`src/rtl/adc_capture.sv`:
```
// ---------------------------------------------------------------------------
// adc_capture
//
// Upstream stage of the OFDM demodulation path. Paces MCP3002 conversions at
// the audio sample rate and writes one block of NUM_SAMPLES 10-bit samples
// into the single-port ADC BSRAM at addresses 0..NUM_SAMPLES-1. The
// downstream demodulator reads the buffer once finish is raised and
// acknowledges it with clear (same start/finish/clear handshake as the
// fft1024/ofdm stages).
//
// Optional feature (compile-time macro ADC_CAPTURE_TRIG_EN):
//   When defined, start enters an ARM state. Conversions are consumed at the
//   tick rate but not written until a fresh sample has |x-512| greater than
//   TRIG_THRESHOLD. That sample is written at address 0 and counts toward
//   NUM_SAMPLES. Overruns while armed are not counted. When undefined, the
//   capture begins at the first tick after start.
//
// Ports
//   clk                 in   1   system clock
//   rst                 in   1   synchronous active-high reset
//   start               in   1   1-cycle pulse, begins capture when idle
//   finish              out  1   buffer full, held until clear
//   clear               in   1   1-cycle pulse, acknowledges finish
//   busy                out  1   high from accepted start until clear
//   overrun_cnt         out  8   saturating count of ticks with no fresh sample
//   adc_enable          out  1   to mcp3002: run conversions
//   adc_data            in   10  from mcp3002: latest conversion
//   adc_available       in   1   from mcp3002: fresh conversion pending
//   adc_clear_available out  1   to mcp3002: 1-cycle ack of consumed sample
//   sp_oce/sp_ce/sp_wre out  1   ADC BSRAM controls
//   sp_ad               out  13  ADC BSRAM address
//   sp_din              out  10  ADC BSRAM write data
// ---------------------------------------------------------------------------
module adc_capture #(
  parameter int CLK_FREQ          = 48_000_000,
  parameter int ADC_SAMPLING_FREQ = 48_000,
  parameter int NUM_SAMPLES       = 8192,
  parameter int TRIG_THRESHOLD    = 64
) (
  input  logic        clk,
  input  logic        rst,
  input  logic        start,
  output logic        finish,
  input  logic        clear,
  output logic        busy,
  output logic [7:0]  overrun_cnt,
  output logic        adc_enable,
  input  logic [9:0]  adc_data,
  input  logic        adc_available,
  output logic        adc_clear_available,
  output logic        sp_oce,
  output logic        sp_ce,
  output logic        sp_wre,
  output logic [12:0] sp_ad,
  output logic [9:0]  sp_din
);

  localparam int SAMPLE_CYCLE = CLK_FREQ / ADC_SAMPLING_FREQ;
  localparam int CNT_W        = (SAMPLE_CYCLE > 1) ? $clog2(SAMPLE_CYCLE) : 1;
  localparam logic [CNT_W-1:0] CNT_LAST = CNT_W'(SAMPLE_CYCLE - 1);
  // The index is one bit wider than the address so it can reach NUM_SAMPLES,
  // which marks "all samples written".
  localparam logic [13:0] IDX_END = 14'(NUM_SAMPLES);

`ifdef ADC_CAPTURE_TRIG_EN
  typedef enum logic [1:0] {
    S_IDLE = 2'd0,
    S_ARM  = 2'd1,
    S_RUN  = 2'd2,
    S_DONE = 2'd3
  } state_t;
`else
  typedef enum logic [1:0] {
    S_IDLE = 2'd0,
    S_RUN  = 2'd2,
    S_DONE = 2'd3
  } state_t;
`endif

  state_t            state_q, state_d;
  logic [CNT_W-1:0]  cnt_q, cnt_d;
  logic [13:0]       idx_q, idx_d;
  logic [9:0]        sample_q, sample_d;
  logic [7:0]        overrun_q, overrun_d;
  logic              finish_q, finish_d;
  logic              busy_q, busy_d;
  logic              adc_en_q, adc_en_d;
  logic              clr_avail_q, clr_avail_d;
  logic              wr_q, wr_d;
  logic [12:0]       sp_ad_q, sp_ad_d;
  logic [9:0]        sp_din_q, sp_din_d;
  logic              tick;

`ifdef ADC_CAPTURE_TRIG_EN
  // Distance of a conversion from mid-scale, as an 11-bit magnitude.
  function automatic logic [10:0] mid_dist(input logic [9:0] x);
    logic signed [10:0] diff;
    diff = $signed({1'b0, x}) - 11'sd512;
    mid_dist = (diff < 0) ? 11'(-diff) : 11'(diff);
  endfunction

  logic trig_hit;
  assign trig_hit = (mid_dist(adc_data) > 11'(TRIG_THRESHOLD));
`endif

  assign tick = (cnt_q == CNT_LAST);

  // Next-state and datapath. Every tick consumes a fresh conversion if one is
  // pending; the write itself is registered so the BSRAM sees it on the cycle
  // after the tick, together with the ack to the converter.
  always_comb begin
    state_d     = state_q;
    cnt_d       = cnt_q;
    idx_d       = idx_q;
    sample_d    = sample_q;
    overrun_d   = overrun_q;
    finish_d    = finish_q;
    busy_d      = busy_q;
    adc_en_d    = adc_en_q;
    clr_avail_d = 1'b0;
    wr_d        = 1'b0;
    sp_ad_d     = sp_ad_q;
    sp_din_d    = sp_din_q;

    unique case (state_q)
      S_IDLE: begin
        if (start) begin
`ifdef ADC_CAPTURE_TRIG_EN
          state_d = S_ARM;
`else
          state_d = S_RUN;
`endif
          busy_d    = 1'b1;
          adc_en_d  = 1'b1;
          overrun_d = 8'd0;
          idx_d     = 14'd0;
          cnt_d     = '0;
        end
      end

`ifdef ADC_CAPTURE_TRIG_EN
      S_ARM: begin
        cnt_d = tick ? '0 : cnt_q + 1'b1;
        // Only a fresh conversion may trigger; the held sample is never
        // re-evaluated, so a stale (or reset) value cannot fire the trigger.
        if (tick && adc_available) begin
          sample_d    = adc_data;
          clr_avail_d = 1'b1;
          if (trig_hit) begin
            wr_d     = 1'b1;
            sp_ad_d  = 13'd0;
            sp_din_d = adc_data;
            idx_d    = 14'd1;
            state_d  = S_RUN;
          end
        end
      end
`endif

      S_RUN: begin
        cnt_d = tick ? '0 : cnt_q + 1'b1;
        if (idx_q == IDX_END) begin
          state_d  = S_DONE;
          finish_d = 1'b1;
          adc_en_d = 1'b0;
        end else if (tick) begin
          if (adc_available) begin
            sample_d    = adc_data;
            clr_avail_d = 1'b1;
          end else if (overrun_q != 8'hFF) begin
            overrun_d = overrun_q + 8'd1;
          end
          wr_d     = 1'b1;
          sp_ad_d  = idx_q[12:0];
          sp_din_d = adc_available ? adc_data : sample_q;
          idx_d    = idx_q + 14'd1;
        end
      end

      S_DONE: begin
        // clear wins over a simultaneous start; start is otherwise ignored.
        if (clear) begin
          state_d  = S_IDLE;
          finish_d = 1'b0;
          busy_d   = 1'b0;
        end
      end

      default: begin
        state_d = S_IDLE;
      end
    endcase
  end

  // State and output registers.
  always_ff @(posedge clk) begin
    if (rst) begin
      state_q     <= S_IDLE;
      cnt_q       <= '0;
      idx_q       <= 14'd0;
      sample_q    <= 10'd0;
      overrun_q   <= 8'd0;
      finish_q    <= 1'b0;
      busy_q      <= 1'b0;
      adc_en_q    <= 1'b0;
      clr_avail_q <= 1'b0;
      wr_q        <= 1'b0;
      sp_ad_q     <= 13'd0;
      sp_din_q    <= 10'd0;
    end else begin
      state_q     <= state_d;
      cnt_q       <= cnt_d;
      idx_q       <= idx_d;
      sample_q    <= sample_d;
      overrun_q   <= overrun_d;
      finish_q    <= finish_d;
      busy_q      <= busy_d;
      adc_en_q    <= adc_en_d;
      clr_avail_q <= clr_avail_d;
      wr_q        <= wr_d;
      sp_ad_q     <= sp_ad_d;
      sp_din_q    <= sp_din_d;
    end
  end

  assign finish              = finish_q;
  assign busy                = busy_q;
  assign overrun_cnt         = overrun_q;
  assign adc_enable          = adc_en_q;
  assign adc_clear_available = clr_avail_q;
  // The block only writes, so the output-register clock enable stays low.
  assign sp_oce              = 1'b0;
  assign sp_ce               = wr_q;
  assign sp_wre              = wr_q;
  assign sp_ad               = sp_ad_q;
  assign sp_din              = sp_din_q;

endmodule

```
`config.mk`:
```
export PLATFORM = sky130hd
export DESIGN_NAME = adc_capture
export DESIGN_NICKNAME = d
export VERILOG_FILES = /design/src/rtl/adc_capture.sv
export SDC_FILE = /design/constraint.sdc
export NUM_CORES = 1
export LEC_CHECK = 0
export CAP_MARGIN = 20
export CORE_MARGIN = 2
export CORE_UTILIZATION = 45
export DETAILED_ROUTE_END_ITERATION = 10
export PLACE_DENSITY = 0.81
export SLEW_MARGIN = 30
export SYNTH_ARGS = -nofsm -noshare
export SYNTH_HDL_FRONTEND = slang
export SYNTH_SLANG_ARGS = --single-unit
```
`constraint.sdc`:
```
create_clock -name clk -period 2.8 [get_ports clk]
set_input_delay 0.56 -clock clk [delete_from_list [all_inputs] [get_ports clk]]
set_output_delay 0.56 -clock clk [all_outputs]
set_load 0.02 [all_outputs]
```
# ---- After elaboration in Yosys (flattened, before gate mapping)
# Cells that the tools add are included.
dict set report word_totals {
  regBits 62
  input_bits 15
  output_inout_bits 38
  elab_cells 71
}
dict set report op_classes {
  n_addsub 3
  eq_ne 12
  n_mux 27
  n_bitwise 3
  n_reduce_logical 15
}
# cell count
set ops {}
lappend ops {{2-to-1 mux 14 bit} 3}
lappend ops {{2-to-1 mux 8 bit} 5}
lappend ops {{2-to-1 mux 10 bit} 3}
lappend ops {{one-hot mux 14 bit (2 select lines)} 1}
lappend ops {{one-hot mux 10 bit (2 select lines)} 1}
lappend ops {{one-hot mux 8 bit (2 select lines)} 1}
lappend ops {{AND reduction 3 bit} 5}
lappend ops {{adder 14 x 1 -> 14 bit (second input constant)} 1}
lappend ops {{equality test 14 bit (second input constant)} 1}
lappend ops {{inequality test 2 bit (second input constant)} 7}
lappend ops {{adder 10 x 1 -> 10 bit (second input constant)} 1}
lappend ops {{equality test 10 bit (second input constant)} 1}
lappend ops {{adder 8 x 1 -> 8 bit (second input constant)} 1}
lappend ops {{inequality test 8 bit (second input constant)} 1}
lappend ops {{AND reduction 4 bit} 2}
lappend ops {{2-to-1 mux 1 bit} 6}
lappend ops {{2-to-1 mux 2 bit} 3}
lappend ops {{one-hot mux 1 bit (2 select lines)} 3}
lappend ops {{one-hot mux 2 bit (3 select lines)} 1}
lappend ops {{AND reduction 6 bit} 1}
lappend ops {{nonzero test 2 bit} 3}
lappend ops {{equality test 2 bit (second input constant)} 2}
lappend ops {{OR reduction 4 bit} 1}
lappend ops {{inverter 1 bit} 3}
lappend ops {{other kinds (3)} 3}

# ---- Longest topological paths before layout
dict set report depth {
  depth_word 6
  mapped_depth 9
  ltp_nobuf 7
}

# ---- Worst setup path before layout
# No wires, ideal clock.
dict set report synth_path {
  path_type {reg2reg}
  start {reg idx_q[0]}
  end {reg sp_ad_q[4] (netlist: sp_ad[4])}
  setup_time_ns 0.128
  arrival_ns 1.891
  required_time_ns 2.672
  path_slack_ns 0.782
  stages_incl_launch_ff 9
  path_buffers 1
  synth_period_minus_slack_ns 2.018
  path_cell_list {dfxtp_1 inv_1 ha_1 nor4b_2 and4_4 nor4_4 buf_6 mux2i_1 nor2_1}
}
dict set report synth_between {
  elab_chain_cells 3
}
# item line_no
set synth_rtl {}
lappend synth_rtl {{start, declared} 82} ;# logic [13:0] idx_q, idx_d;
lappend synth_rtl {{start signal, assigned} 213} ;# idx_q <= idx_d;
lappend synth_rtl {{equality test 14 bit} 162} ;# if (idx_q == IDX_END) begin
lappend synth_rtl {{inverter 1 bit (no source line)} --}
lappend synth_rtl {{AND reduction 3 bit (no source line)} --}
lappend synth_rtl {{end signal, assigned} 221} ;# sp_ad_q <= sp_ad_d;
lappend synth_rtl {{end, declared} 90} ;# logic [12:0] sp_ad_q, sp_ad_d;
# No other way between the ends.
# A chain may end at the register's enable or synchronous reset.

# ---- Worst setup path after layout
dict set report layout_path {
  start {reg cnt_q[0]}
  end {reg overrun_q[0] (netlist: overrun_cnt[0])}
}
dict set report layout_between {
  elab_chain_cells 3
}
# item line_no
set layout_rtl {}
lappend layout_rtl {{start, declared} 81} ;# logic [CNT_W-1:0] cnt_q, cnt_d;
lappend layout_rtl {{start signal, assigned} 212} ;# cnt_q <= cnt_d;
lappend layout_rtl {{equality test 10 bit} 106} ;# assign tick = (cnt_q == CNT_LAST);
lappend layout_rtl {{inequality test 2 bit (no source line)} --}
lappend layout_rtl {{AND reduction 6 bit (no source line)} --}
lappend layout_rtl {{end signal, assigned} 215} ;# overrun_q <= overrun_d;
lappend layout_rtl {{end, declared} 84} ;# logic [7:0] overrun_q, overrun_d;
# No other way between the ends.

==> results.toml <==
[run_status]
status = "finished, final reports clean"

[floorplanning]
die_area_sq_um = 7390
die_w_um = 86.0
die_height_um = 86.0
io_pins = 53
start_util_pct = 47.1
placementRows = 29
core-area_sq_um = 6420

[layout]
final_nets = 416
diodes = 0
drive_above_1_share_pct = 10.4
stdcell_count = 479
synthToLayoutAreaGrowth_pct = 24.2

[sta]
fin_worst_skew_ps = 7.74
fin_tns_setup_ps = 0
tightest_slew_ps = 685
fin_ws_ps = 598
rsz0062_at_grt = "false"
period_share_pct = 78.6
drv_slew = 0
timing.hold.ws_ps = 459
max_freq_ghz = 0.454
setup_violations = 0
final.min_clock_period_ps = 2200
hold_violations = 0
slew_headroom_pct = 54.2

[worst_setup_path]
crit_fanout = 13
cp-start-kind = "flip-flop"
crit_required_ps = 3060
path_class = "flip-flop to flip-flop"
reg2reg_depth = 6
timing.rr.start = "cnt_q[0]"
worstSetupEndpointType = "flip-flop"
crit_arrival_ps = 2460
cpMaxStageDelayCell = "and3_1"
r2r_end = "overrun_cnt[0]"
max_stage_delay_ps = 520
regToRegSetupSlack_ps = 600
path_cells = "ha_1 > nand4bb_4 > nor3_4 > and3_1 > a21oi_1 > a211oi_1"

[synthesis]
synth_top_area_share_pct = 41.1
yosysSeqAreaShare_pct = 41.1
synthFlopType = "dfxtp_1"
synth_area_leaders = "dfxtp_1 41%, a21oi_1 6.5%, nor2_1 4.7%"
synthArstFlopShare_pct = 0
synth_edf_count = 0
synth.distinct_cells = 55
ys_ff_latch = 62
syn_area_sq_um = 3020
synth_area_leader_cell = "dfxtp_1"
netlist_instances = 349
yosysWarningCount = 0
syn_nets = 368
syn_avg_cell_area_sq_um = 8.66

[pwr]
p_sw_mw = 0.446
leakagePower_nw = 1.30
pwr_density_cell_nw_per_um2 = 502
ir_drop_uv = 281
p_seq_share_pct = 47.4
clock_power_share_pct = 45.5
p_int_mw = 1.44
combinationalPowerShare_pct = 7.0
sw_frac_of_total_pct = 23.7
total_power_mw = 1.88

[route]
top_layer_used = "met4"
wl_um = 7440
met3WireLength_um = 460
firstDrtPassIters = 4
m1WireLength_um = 3330
drtIter0Drc = 193
routedWlPerCell_um = 15.5
wl_met2_um = 3580
viasPerCell = 5.90
antenna_left = 0
vias = 2827
drc_errors = 0

[clocking]
cts_buffers = 9
clock-sinks = 62
postCtsHoldBufs = 0
cts.htree.levels = 3
clockBufferDepth = 2
post_cts.repair.setup_buffers = 0
ctsResizeCount = 0
clkTransAtPathRegs_ps = 70
cts-root-buf = "clkbuf_8"
cts_tree = "yes"
worst_skew_pair.late_latency_ps = 340

[placed_design]
gp_congestion = 0.820
dp.cells = 463
portBuffers = 51
dp_hpwl_um = 5020
place_ws_ps = 549

[global_routing]
grt_overflow = 0
grt_max_degree = 27
grt_pass1_wl_um = 12500
grt_pass1_vias = 2664
antenna_found_initial = 0
grt_use_total_pct = 20.8

[worst_hold_path]
holdPathStages = 2
worstHoldEndpoint = "sp_din[7]"
hold_path_class = "flip-flop to flip-flop"
hold_path_startpoint = "sp_din[7]"

[job]
maxCapViolCount = 0
## power groups by stage
stage | Clock [mW] | Combinational, mW | Sequential (mW)
after floorplan | 0 | 0.0858 | 0.916
after global placement | 0 | 0.129 | 0.913
after detailed placement | 0 | 0.130 | 0.913
after CTS | 0.871 | 0.131 | 0.893
after global routing | 0.910 | 0.144 | 0.893
final | 0.858 | 0.132 | 0.893
## cell usage in the layout (no fill, tap or decap), types with 10 or more instances in the layout
master / instances
a21oi_1: 39
a31oi_1: 13
buf_4: 10
clkdlybuf4s50_1: 50
dfxtp_1: 62
mux2i_1: 14
nand2_1: 25
nand3_1: 25
nand4_1: 10
nor2_1: 38
o21ai_0: 13
## critical path, delay by kind of cell (launching register included)
family / cells / cell delay (ps)
and+or+nand+nor: 3 / 1120
adders and majority gates: 1 / 300
DFF: 1 / 370
AOI/OAI and AO/OA: 2 / 330
## kinds of logic (layout without fill, tap and decap cells)
logic type,Yosys count,count (layout),share of synthesized area (%)
other,1,1,0.124
adders and majority gates,4,4,1.66
DFF,62,62,41.1
and+or+nand+nor,147,147,26.7
buffers and inverters,29,82,5.88
AOI/OAI and AO/OA,91,91,19.6
muxes,15,15,5.01
## sequential cells by signal, summed over array words and instances, names as in the netlist
register / flops
sp_ce: 1
busy: 1
sp_ad: 13
state_q: 2
finish: 1
idx_q: 14
adc_enable: 1
overrun_cnt: 8
sp_din: 10
adc_clear_available: 1
cnt_q: 10
## area by class of cell
type,count,area (sq um)
clock buffer,10,128
clock inverter,6,86.3
fill,553,2670
inverter,5,18.8
multi-input combinational,258,1600
sequential,62,1240
tap,77,96.3
timing repair buffer,61,581
## synthesized netlist by cell type, drive strengths merged (3+ instances only)
master  count
dfxtp      62
mux2i      14
buf        10
o21ai      14
nor2       38
a31oi      13
o211a       4
and3       10
nand2      25
nand4b      3
nand3      25
a41oi       5
inv         5
or3         7
a21oi      40
a211oi      3
and2        3
ha          4
nor3       12
nand4      10
a311oi      4
clkbuf     13
## per-stage QoR
stage          utilization [%]  area, sq um
6_report                  58.5         3750
3_3_place_gp              55.1         3540
2_1_floorplan                -         3020
3_5_place_dp              55.1         3540
5_1_grt                   58.5         3750
4_1_cts                   58.5         3750
## how the worst max path moves through the flow
stage | depth (start not counted) | start | slack [ps] | to
global placement | 6 | start | 600 | idx_q[6]
global route | 6 | cnt_q[0] | 410 | overrun_cnt[0]
CTS | 6 | cnt_q[0] | 600 | overrun_cnt[0]
finish | 6 | cnt_q[0] | 600 | overrun_cnt[0]
floorplan | 8 | idx_q[0] | 780 | sp_ad[4]
detailed placement | 6 | start | 550 | idx_q[6]
## routing by layer
| metal | GRT usage, % | vias up |
|---|---|---|
| met3 | 6.06 | 7 |
| li1 | - | 1382 |
| met2 | 32.8 | 95 |
| met4 | 5.92 | 0 |
| met1 | 27.7 | 1343 |
| met5 | 0 | - |
Note: power is estimated with default switching activity, not from simulation.
